==> config.mk <==
export PLATFORM = sky130hd
export DESIGN_NAME = pic_rw_sequencer
export DESIGN_NICKNAME = d
export VERILOG_FILES = /design/src/rtl/pic8259_pkg.sv /design/src/rtl/pic_bus_edge_sync.sv /design/src/rtl/pic_rw_sequencer.sv
export SDC_FILE = /design/constraint.sdc
export NUM_CORES = 1
export LEC_CHECK = 0
export CAP_MARGIN = 10
export CORE_MARGIN = 1
export CORE_UTILIZATION = 48
export CTS_BUF_LIST = sky130_fd_sc_hd__clkbuf_16
export CTS_CLUSTER_SIZE = 12
export DETAILED_ROUTE_END_ITERATION = 6
export GPL_TIMING_DRIVEN = 1
export PLACE_DENSITY = 0.77
export SETUP_SLACK_MARGIN = 0.05
export SYNTH_ARGS = -nofsm -noshare
export SYNTH_HDL_FRONTEND = slang
export SYNTH_SLANG_ARGS = --single-unit
==> constraint.sdc <==
create_clock -name clk -period 1.7 [get_ports clk]
set_input_delay 0.51 -clock clk [delete_from_list [all_inputs] [get_ports clk]]
set_output_delay 0.51 -clock clk [all_outputs]
set_load 0.01 [all_outputs]
==> src/rtl/pic8259_pkg.sv <==
// pic8259_pkg: shared command codes, read-select codes and init-sequence states
package pic8259_pkg;
  localparam logic [2:0] ICW1      = 3'd0;
  localparam logic [2:0] ICW2      = 3'd1;
  localparam logic [2:0] ICW3      = 3'd2;
  localparam logic [2:0] ICW4      = 3'd3;
  localparam logic [2:0] OCW1      = 3'd4;
  localparam logic [2:0] OCW2      = 3'd5;
  localparam logic [2:0] OCW3      = 3'd6;
  localparam logic [2:0] FLAG_IDLE = 3'b111;
  localparam logic [2:0] RS_IMR    = 3'b011;
  localparam logic [2:0] RS_IRR    = 3'b001;
  localparam logic [2:0] RS_ISR    = 3'b101;
  localparam logic [2:0] RS_NONE   = 3'b000;
  typedef enum logic [2:0] {UNINIT, WAIT_ICW2, WAIT_ICW3, WAIT_ICW4, READY} pic_state_e;
endpackage

==> src/rtl/pic_bus_edge_sync.sv <==
// pic_bus_edge_sync: optional strobe synchronizer plus write-completion and read-active detection
module pic_bus_edge_sync #(
  parameter bit SYNC_INPUTS = 1'b1
) (
  input  logic clk,
  input  logic rst_n,
  input  logic cs_n,
  input  logic rd_n,
  input  logic wr_n,
  output logic wr_act,
  output logic wr_done,
  output logic rd_act
);
  logic [2:0] s1_q, s1_d, s2_q, s2_d, bus;
  logic       wr_act_q, wr_act_d, blk_q, blk_d;
  // Synchronizer stages carry no reset so they keep tracking the bus while rst_n is low
  always_ff @(posedge clk) begin
    s1_q <= s1_d;
    s2_q <= s2_d;
  end
  // Write-active history; blk_q hides a write already in progress when reset was applied
  always_ff @(posedge clk) begin
    if (!rst_n) begin
      wr_act_q <= 1'b0;
      blk_q    <= 1'b1;
    end else begin
      wr_act_q <= wr_act_d;
      blk_q    <= blk_d;
    end
  end
  // Strobe decode and completion-edge detection
  always_comb begin
    s1_d     = {cs_n, rd_n, wr_n};
    s2_d     = s1_q;
    bus      = SYNC_INPUTS ? s2_q : {cs_n, rd_n, wr_n};
    wr_act   = !bus[2] && !bus[0];
    rd_act   = !bus[2] && !bus[1] && !wr_act;
    wr_act_d = wr_act && !blk_q;
    blk_d    = blk_q && wr_act;
    wr_done  = !wr_act && wr_act_q;
  end
endmodule

==> src/rtl/pic_rw_sequencer.sv <==
// pic_rw_sequencer: 8259 bus front end tracking the ICW sequence and classifying writes and reads
module pic_rw_sequencer
  import pic8259_pkg::*;
#(
  parameter bit         SYNC_INPUTS = 1'b1,
  parameter logic [2:0] FLAG_IDLE   = 3'b111
) (
  input  logic       clk,
  input  logic       rst_n,
  input  logic       cs_n,
  input  logic       rd_n,
  input  logic       wr_n,
  input  logic       a0,
  input  logic [7:0] data_in,
  output logic [7:0] write_data,
  output logic [2:0] write_flag,
  output logic       write_strobe,
  output logic [2:0] read_select,
  output logic       read_enable,
  output logic       init_done,
  output logic       sngl,
  output logic       ic4
);
  pic_state_e state_q, state_d;
  logic [7:0] cap_data_q, cap_data_d, wdata_q, wdata_d;
  logic [2:0] flag_q, flag_d, rs_q, rs_d, code;
  logic       cap_a0_q, cap_a0_d, strobe_q, strobe_d, ren_q, ren_d, init_q, init_d;
  logic       sngl_q, sngl_d, ic4_q, ic4_d, rr_q, rr_d, ris_q, ris_d, hit;
  logic       wr_act, wr_done, rd_act;
  pic_bus_edge_sync #(.SYNC_INPUTS(SYNC_INPUTS)) u_edge (
    .clk    (clk),
    .rst_n  (rst_n),
    .cs_n   (cs_n),
    .rd_n   (rd_n),
    .wr_n   (wr_n),
    .wr_act (wr_act),
    .wr_done(wr_done),
    .rd_act (rd_act)
  );
  // State, captured bus values and registered outputs
  always_ff @(posedge clk) begin
    if (!rst_n) begin
      state_q    <= UNINIT;
      cap_data_q <= 8'h00;
      cap_a0_q   <= 1'b0;
      wdata_q    <= 8'h00;
      flag_q     <= FLAG_IDLE;
      strobe_q   <= 1'b0;
      rs_q       <= RS_NONE;
      ren_q      <= 1'b0;
      init_q     <= 1'b0;
      sngl_q     <= 1'b0;
      ic4_q      <= 1'b0;
      rr_q       <= 1'b1;
      ris_q      <= 1'b0;
    end else begin
      state_q    <= state_d;
      cap_data_q <= cap_data_d;
      cap_a0_q   <= cap_a0_d;
      wdata_q    <= wdata_d;
      flag_q     <= flag_d;
      strobe_q   <= strobe_d;
      rs_q       <= rs_d;
      ren_q      <= ren_d;
      init_q     <= init_d;
      sngl_q     <= sngl_d;
      ic4_q      <= ic4_d;
      rr_q       <= rr_d;
      ris_q      <= ris_d;
    end
  end
  // Capture while writing, decode on the completion cycle, select the read source
  always_comb begin
    cap_data_d = wr_act ? data_in : cap_data_q;
    cap_a0_d   = wr_act ? a0 : cap_a0_q;
    wdata_d    = wr_done ? cap_data_q : wdata_q;
    state_d    = state_q;
    sngl_d     = sngl_q;
    ic4_d      = ic4_q;
    rr_d       = rr_q;
    ris_d      = ris_q;
    code       = FLAG_IDLE;
    hit        = 1'b0;
    if (wr_done) begin
      if (!cap_a0_q && cap_data_q[4]) begin
        code    = ICW1;
        hit     = 1'b1;
        sngl_d  = cap_data_q[1];
        ic4_d   = cap_data_q[0];
        rr_d    = 1'b1;
        ris_d   = 1'b0;
        state_d = WAIT_ICW2;
      end else if (cap_a0_q) begin
        case (state_q)
          WAIT_ICW2: begin
            code    = ICW2;
            hit     = 1'b1;
            state_d = !sngl_q ? WAIT_ICW3 : ic4_q ? WAIT_ICW4 : READY;
          end
          WAIT_ICW3: begin
            code    = ICW3;
            hit     = 1'b1;
            state_d = ic4_q ? WAIT_ICW4 : READY;
          end
          WAIT_ICW4: begin
            code    = ICW4;
            hit     = 1'b1;
            state_d = READY;
          end
          READY: begin
            code = OCW1;
            hit  = 1'b1;
          end
          default: ;
        endcase
      end else if (state_q == READY) begin
        code  = cap_data_q[3] ? OCW3 : OCW2;
        hit   = 1'b1;
        rr_d  = (cap_data_q[3] && cap_data_q[1]) ? 1'b1 : rr_q;
        ris_d = (cap_data_q[3] && cap_data_q[1]) ? cap_data_q[0] : ris_q;
      end
    end
    flag_d   = hit ? code : FLAG_IDLE;
    strobe_d = hit;
    init_d   = state_d == READY;
    ren_d    = rd_act;
    rs_d     = !rd_act ? RS_NONE : a0 ? RS_IMR : (rr_q && ris_q) ? RS_ISR : RS_IRR;
  end
  assign write_data   = wdata_q;
  assign write_flag   = flag_q;
  assign write_strobe = strobe_q;
  assign read_select  = rs_q;
  assign read_enable  = ren_q;
  assign init_done    = init_q;
  assign sngl         = sngl_q;
  assign ic4          = ic4_q;
endmodule
==> results.md, run 1 <==
- CTS Buf Count: 5
- Synth area leader: dfxtp_1
- Status: complete, but fails checks
- EDFF count, synth: 0
- Top_reg_cell synth: dfxtp_1
- Crit-path cells: clkdlybuf4s50_1
- Max Clk Rate: just over 600 MHz
- Initial antenna violation count: 0
- Top layer in use: met4
- First-pass detailed-route iteration total: 6
- Total Routed Length: 3.25 mm
- Metal3 WL: 143 µm
- WHS Endpoint: u_edge.bus[1]
- Final min period: between 1.5 and 2 ns
- Failing checks: DRC
- Fin util: a little under three quarters
- Register area share after synthesis: ~55%
- Clk_skew: between 0.004 and 0.005 ns
- Vias: 1,265
- Area contributors post-synth: dfxtp_1 55%, nand2_1 11%, a21oi_1 7.6%
- Power per Cell Area: 1060 nW/µm²
- Cell Count, Final, Fillers Out: between 200 and 250
- Met2 wire len: between 1.5 and 2 mm
- Leakage: 0.829 nW
- Setup crit start kind: flop
- Placed Cells incl. Taps: between 200 and 250
- Longest Clk Path Bufs: 2
- Max VDD drop: ~0.96 mV
- Initial DRC count: ~50
- Largest net degree at the start of global routing: 23
- Final Hold Vio Count: 0
- Post-DP HPWL: roughly 2.2 mm
- R2R Path Start: cap_a0_q
- Post-CTS Repair Setup Buffers: 0
- Flop-to-flop setup slack: approximately 0.19 ns
- Clk_lat worst skew: between 0.2 and 0.3 ns
- Rel. slew slack: 74.9%
- Gpl congestion: 0.895
- First-pass GRT wire length: approximately 5.8 mm
- Full die area: 3250 µm²
- Crit-path leading delay family: buffers and inverters
- CP Data Arrival Time: 1.12 ns
- Syn nets: ~180
- Worst r2r path cells: 4
- Tightest hold margin: about 0.33 ns
- Cell count after synthesis: roughly 160
- I/O pins: 33
- Gr usage total: roughly a quarter
- Worst-margin pin slew: ~0.37 ns
- Grt ovf: 0
- MaxCap Viol Count: 0
- Endpoint class of the critical path: output pin
- Reg2Reg Capture Point: init_done
- Post-synth top area share: 55.2%
- Synth Cell Area: about 1500 µm²
- Vias in the first global route: roughly 1.3k
- Setup ws final: approximately 0.074 ns
- Synth cell types: 32
- Worst path buffer plus inverter count: 1
- Die height: 57.0 µm
- CP max stage delay: approximately 0.53 ns
- DP Worst Slack: -0.0809 ns
- Hold depth: 0
- Met1 WL: around 1.3 mm
- Core Region: about 2800 µm²
- Average cell area after synthesis: a little under 9 µm²
- Antenna cells: 0
- Req. time, crit path: between 1 and 1.5 ns
- Critical path class: flop to output pin
- Crit share post-route: between 90% and 100%
- Final net count: 214
- Clock-pin slew of the registers on the worst-case setup and hold paths: 0.05 ns
- Hold_sp: u_edge.s1_q[1]
- Input/output buffers: 32
- Max Slew Vio Count: 0
- Setup Total Neg Slack: 0 ns
- Die width: 57.0 µm
- CTS Hold Bufs: 0
- # rows: 19
- DRC: 6
- Crit-path slowest cell: clkdlybuf4s50_1
- Worst-path maximum fanout: 1
- RSZ-0062 raised after global routing: true
- Yosys warns: 0
- Via density: 5.45
- Register bit total from synthesis: 40
- Final setup viols: 0
- Area Overhead vs Synth: 37.4%
- CTS tree: built
- Share of layout cells above drive strength 1: between 10% and 20%
- Routed WL per cell: about 14 µm
- H-tree depth: 2
- Post-CTS Resized: 9
- Async S/R FF share, synth: 0%
- Post-route ant nets: 0
- Clk sinks: 40
- Hold WC Path Type: flop to flop
- Initial Util: 51.7%
- Clk root buf: clkbuf_16
-- final cells by class --
type,count,area [µm²]
Sequential cell,40,805
Timing Repair Buffer,39,372
Clock inverter,3,38.8
Multi-Input combinational cell,112,606
Inverter,2,7.51
Tap cell,31,38.8
Fill cell,228,813
Clock buffer,5,125
-- metrics by stage --
step | total power [mW] | area [µm²]
2_1_floorplan | 1.04 | 1450
3_3_place_gp | 1.09 | 1820
3_5_place_dp | 1.09 | 1820
4_1_cts | 2.12 | 1970
5_1_grt | 2.18 | 1990
6_report | 2.11 | 1990
-- layer usage --
| metal | GRT usage [%] | vias to the layer above |
|---|---|---|
| li1 | - | 627 |
| met1 | 26.7 | 598 |
| met2 | 40.7 | 32 |
| met3 | 7.71 | 8 |
| met4 | 9.76 | 0 |
| met5 | 0 | - |
-- cell usage after synthesis, types with 2 or more instances --
cell type	number
nand2_1	44
a31oi_1	3
and2_1	2
buf_2	2
nand2b_1	3
a21oi_1	22
dfxtp_1	40
nor2_1	4
nor3_1	2
nor4b_1	5
clkbuf_1	4
o21ai_0	7
inv_1	2
xor2_1	3
o21a_1	2
-- layout by cell type (no fill, tap or decap), types with 3 or more instances in the layout --
cell / count
o21ai_0: 7
nor2_1: 4
dlymetal6s2s_1: 4
clkdlybuf4s50_1: 19
a31oi_1: 3
a21oi_1: 22
xor2_1: 3
clkbuf_16: 5
inv_1: 3
nand2_1: 44
dlygate4sd2_1: 9
dfxtp_1: 37
nand2b_1: 3
buf_4: 7
nor4b_1: 5
dfxtp_2: 3
-- flip-flops by register name, summed over array words and instances, names as in the netlist, 3 cells and up --
register	cells
u_edge.s1_q	3
cap_data_q	8
write_data	8
u_edge.bus	3
write_flag	3
state_q	3
read_select	3
-- worst max-delay path by stage --
| stage | startpoint | to | slack (ns) | cells past startpoint |
|---|---|---|---|---|
| CTS | write_data[4] | write_data[4] | 0.05 | 1 |
| global route | cap_a0_q | init_done | 0.03 | 4 |
| floorplan | state_q[2] | ris_q | 0.34 | 5 |
| detailed placement | rst_n | init_done | -0.08 | 4 |
| finish | read_select[0] | read_select[0] | 0.07 | 1 |
| global placement | rst_n | read_select[2] | 0.009 | 4 |
-- power breakdown --
group / internal [mW] / switching (mW) / total (mW)
combinational: 0.0523 / 0.0432 / 0.0955
sequential: 0.961 / 0.0183 / 0.979
clock: 0.683 / 0.348 / 1.03
-- kinds of logic after synthesis --
family / Yosys count / share of synthesized area [%]
AND/OR/NAND/NOR: 70 / 24.3
flip-flops: 40 / 55.2
AO/OA/AOI/OAI: 39 / 15.1
buffers and inverters: 10 / 3.54
XOR/XNOR: 3 / 1.81
Power figures use the tool's default switching activity.
==> run 2, diff against run 1 <==
CORE_UTILIZATION = 52   (was 48)
HOLD_SLACK_MARGIN = 0.08   (was default)
PLACE_DENSITY = 0.82   (was 0.77)
clock period = 2.05 ns   (was 1.7 ns; I/O delays follow)
==> results.md, run 2 (same netlist as run 1, synthesis figures left out) <==
- Status: finished clean
- # rows: 18 (-1)
- Post-CTS Repair Setup Buffers: 0 (unchanged)
- Worst path buffer plus inverter count: 1 (unchanged)
- H-tree depth: 2 (unchanged)
- Max VDD drop: 0.942 mV (-1.4%)
- Total Routed Length: 3.09 mm (-4.9%)
- CTS Hold Bufs: 0 (unchanged)
- Area Overhead vs Synth: 33.7%
- Gr usage total: 23.1% (-0.41 points)
- Hold depth: 0 (unchanged)
- Post-CTS Resized: 0 (-9)
- Core Region: 2540 µm² (-9.3%)
- Initial Util: 57.0% (+5.3 points)
- Post-Layout Inst Area: 1940 µm² (-2.6%)
- Clk_skew: 0.00331 ns (-0.00109 ns)
- Final Hold Vio Count: 0 (unchanged)
- Max Clk Rate: approximately 540 MHz
- Input/output buffers: 32 (unchanged)
- Clock-pin slew of the registers on the worst-case setup and hold paths: 0.05 ns (about the same)
- Antenna cells: 0 (unchanged)
- CTS tree: built
- Die width: 54.8 µm (-3.8%)
- Req. time, crit path: 1.43 ns (+0.24 ns)
- Leading cell type in the layout, fill and taps excluded: nand2_1
- Final net count: 208 (-2.8%)
- Routed WL per cell: 13.7 µm (-2.0%)
- RSZ-0062 raised after global routing: false
- Power per Cell Area: 900 nW/µm² (-15%)
- Endpoint class of the critical path: output pin
- Clk sinks: 40 (unchanged)
- Final setup viols: 0 (unchanged)
- Share of layout cells above drive strength 1: 7.18% (-3.8 points)
- Commonest non-fill, non-tap cells in the layout: 44 x nand2_1, 40 x dfxtp_1, 32 x clkdlybuf4s50_1
- Rel. slew slack: 54.3% (-21 points)
- Worst-margin pin slew: 0.683 ns (+0.311 ns)
- Dpl cell area: 1770 µm² (-2.5%)
- Vias: 1,231 (-2.7%)
- Grt ovf: 0 (unchanged)
- MaxCap Viol Count: 0 (unchanged)
- CP max stage delay: 0.56 ns (+0.03 ns)
- Die height: 54.8 µm (-3.8%)
- Clk root buf: clkbuf_16
- First-pass detailed-route iteration total: 6 (unchanged)
- Crit-path cells: clkdlybuf4s50_1
- Initial antenna violation count: 0 (unchanged)
- Max Slew Vio Count: 0 (unchanged)
- Leakage: 0.692 nW (-16%)
- Setup crit start kind: flop
- Final min period: approximately 1.8 ns
- Gpl congestion: 0.720 (-20%)
- Filler Cell Count: 182 (-20%)
- I/O pins: 33 (unchanged)
- Full die area: 3000 µm² (-7.4%)
- Vias in the first global route: 1,071 (-17%)
- Post-DP HPWL: 2.16 mm (-1.9%)
- CP Data Arrival Time: 1.22 ns (+0.10 ns)
- Setup Total Neg Slack: 0 ns (unchanged)
- Placed Cells incl. Taps: 217 (-3.1%)
- First-pass GRT wire length: 4.69 mm (-19%)
- Via density: 5.47 (+0.34%)
- CTS Buf Count: 5 (unchanged)
- Initial DRC count: 23 (-55%)
- DRC: 0 (-6)
- Worst-path maximum fanout: 4 (+3)
- Cell Count, Final, Fillers Out: 225 (-3.0%)
- Clk_lat worst skew: 0.28 ns (about the same)
- Crit. path cell count: 1 (unchanged)
- Largest net degree at the start of global routing: 23 (unchanged)
- Critical path class: flop to output pin
- Crit-path leading delay family: buffers and inverters
- Post-route ant nets: 0 (unchanged)
- Longest Clk Path Bufs: 2 (unchanged)
- Worst r2r path cells: 4 (unchanged)
- Hold WC Path Type: flop to flop
- Crit share post-route: around nine tenths
- Crit-path slowest cell: clkdlybuf4s50_1
## run 2: cell count changes in the layout (fill, tap and decap cells not counted), sizes merged
| cell | change |
|---|---|
| clkdlybuf4s50 | +13 |
| dlygate4sd2 | -9 |
| buf | -6 |
| dlymetal6s2s | -4 |
| clkinvlp | +1 |
| inv | -1 |
## run 2: power by group
group / switching [mW] / internal [mW]
Sequential: 0.0142 / 0.797
Clock: 0.291 / 0.571
Combinational: 0.0349 / 0.0390
Total: 0.340 / 1.41
## run 2: final timing paths
kind,start,endpoint,slack (ns)
worst max-delay path,ic4,ic4,0.21
worst min-delay path,u_edge.s1_q[1],u_edge.bus[1],0.32
worst max register to register,u_edge.bus[0],init_done,0.27
worst min register to register,u_edge.s1_q[1],u_edge.bus[1],0.32
## run 2: per-stage QoR
step	total power [mW]	hold slack (ns)	utilization, %	setup WS (ns)
finish	1.75	0.325	76.2	0.214
global route	1.80	0.327	76.2	0.0722
CTS	1.76	0.325	76.2	0.213
detailed placement	0.901	0.312	69.6	0.132
global placement	0.897	0.311	69.6	0.196
floorplan	0.859	0.310	-	0.687
## run 2: cell type report
type	instances	area, µm²	area share (%)
Timing Repair Buffer	33	328	16.9
Inverter	2	7.51	0.387
Tap cell	30	37.5	1.94
Clock inverter	3	42.5	2.19
Multi-Input combinational cell	112	598	30.8
Clock buffer	5	125	6.45
Sequential cell	40	801	41.3
## run 2: metal layers
metal  wire (µm)  part of all wire, %  GRT usage, %  vias up
li1            -                    -             -      612
met1        1220                   39          24.2      583
met2        1690                   55          42.6       32
met3         142                  4.6          8.33        4
met4          38                  1.2          6.41        0
met5           0                    0             0        -
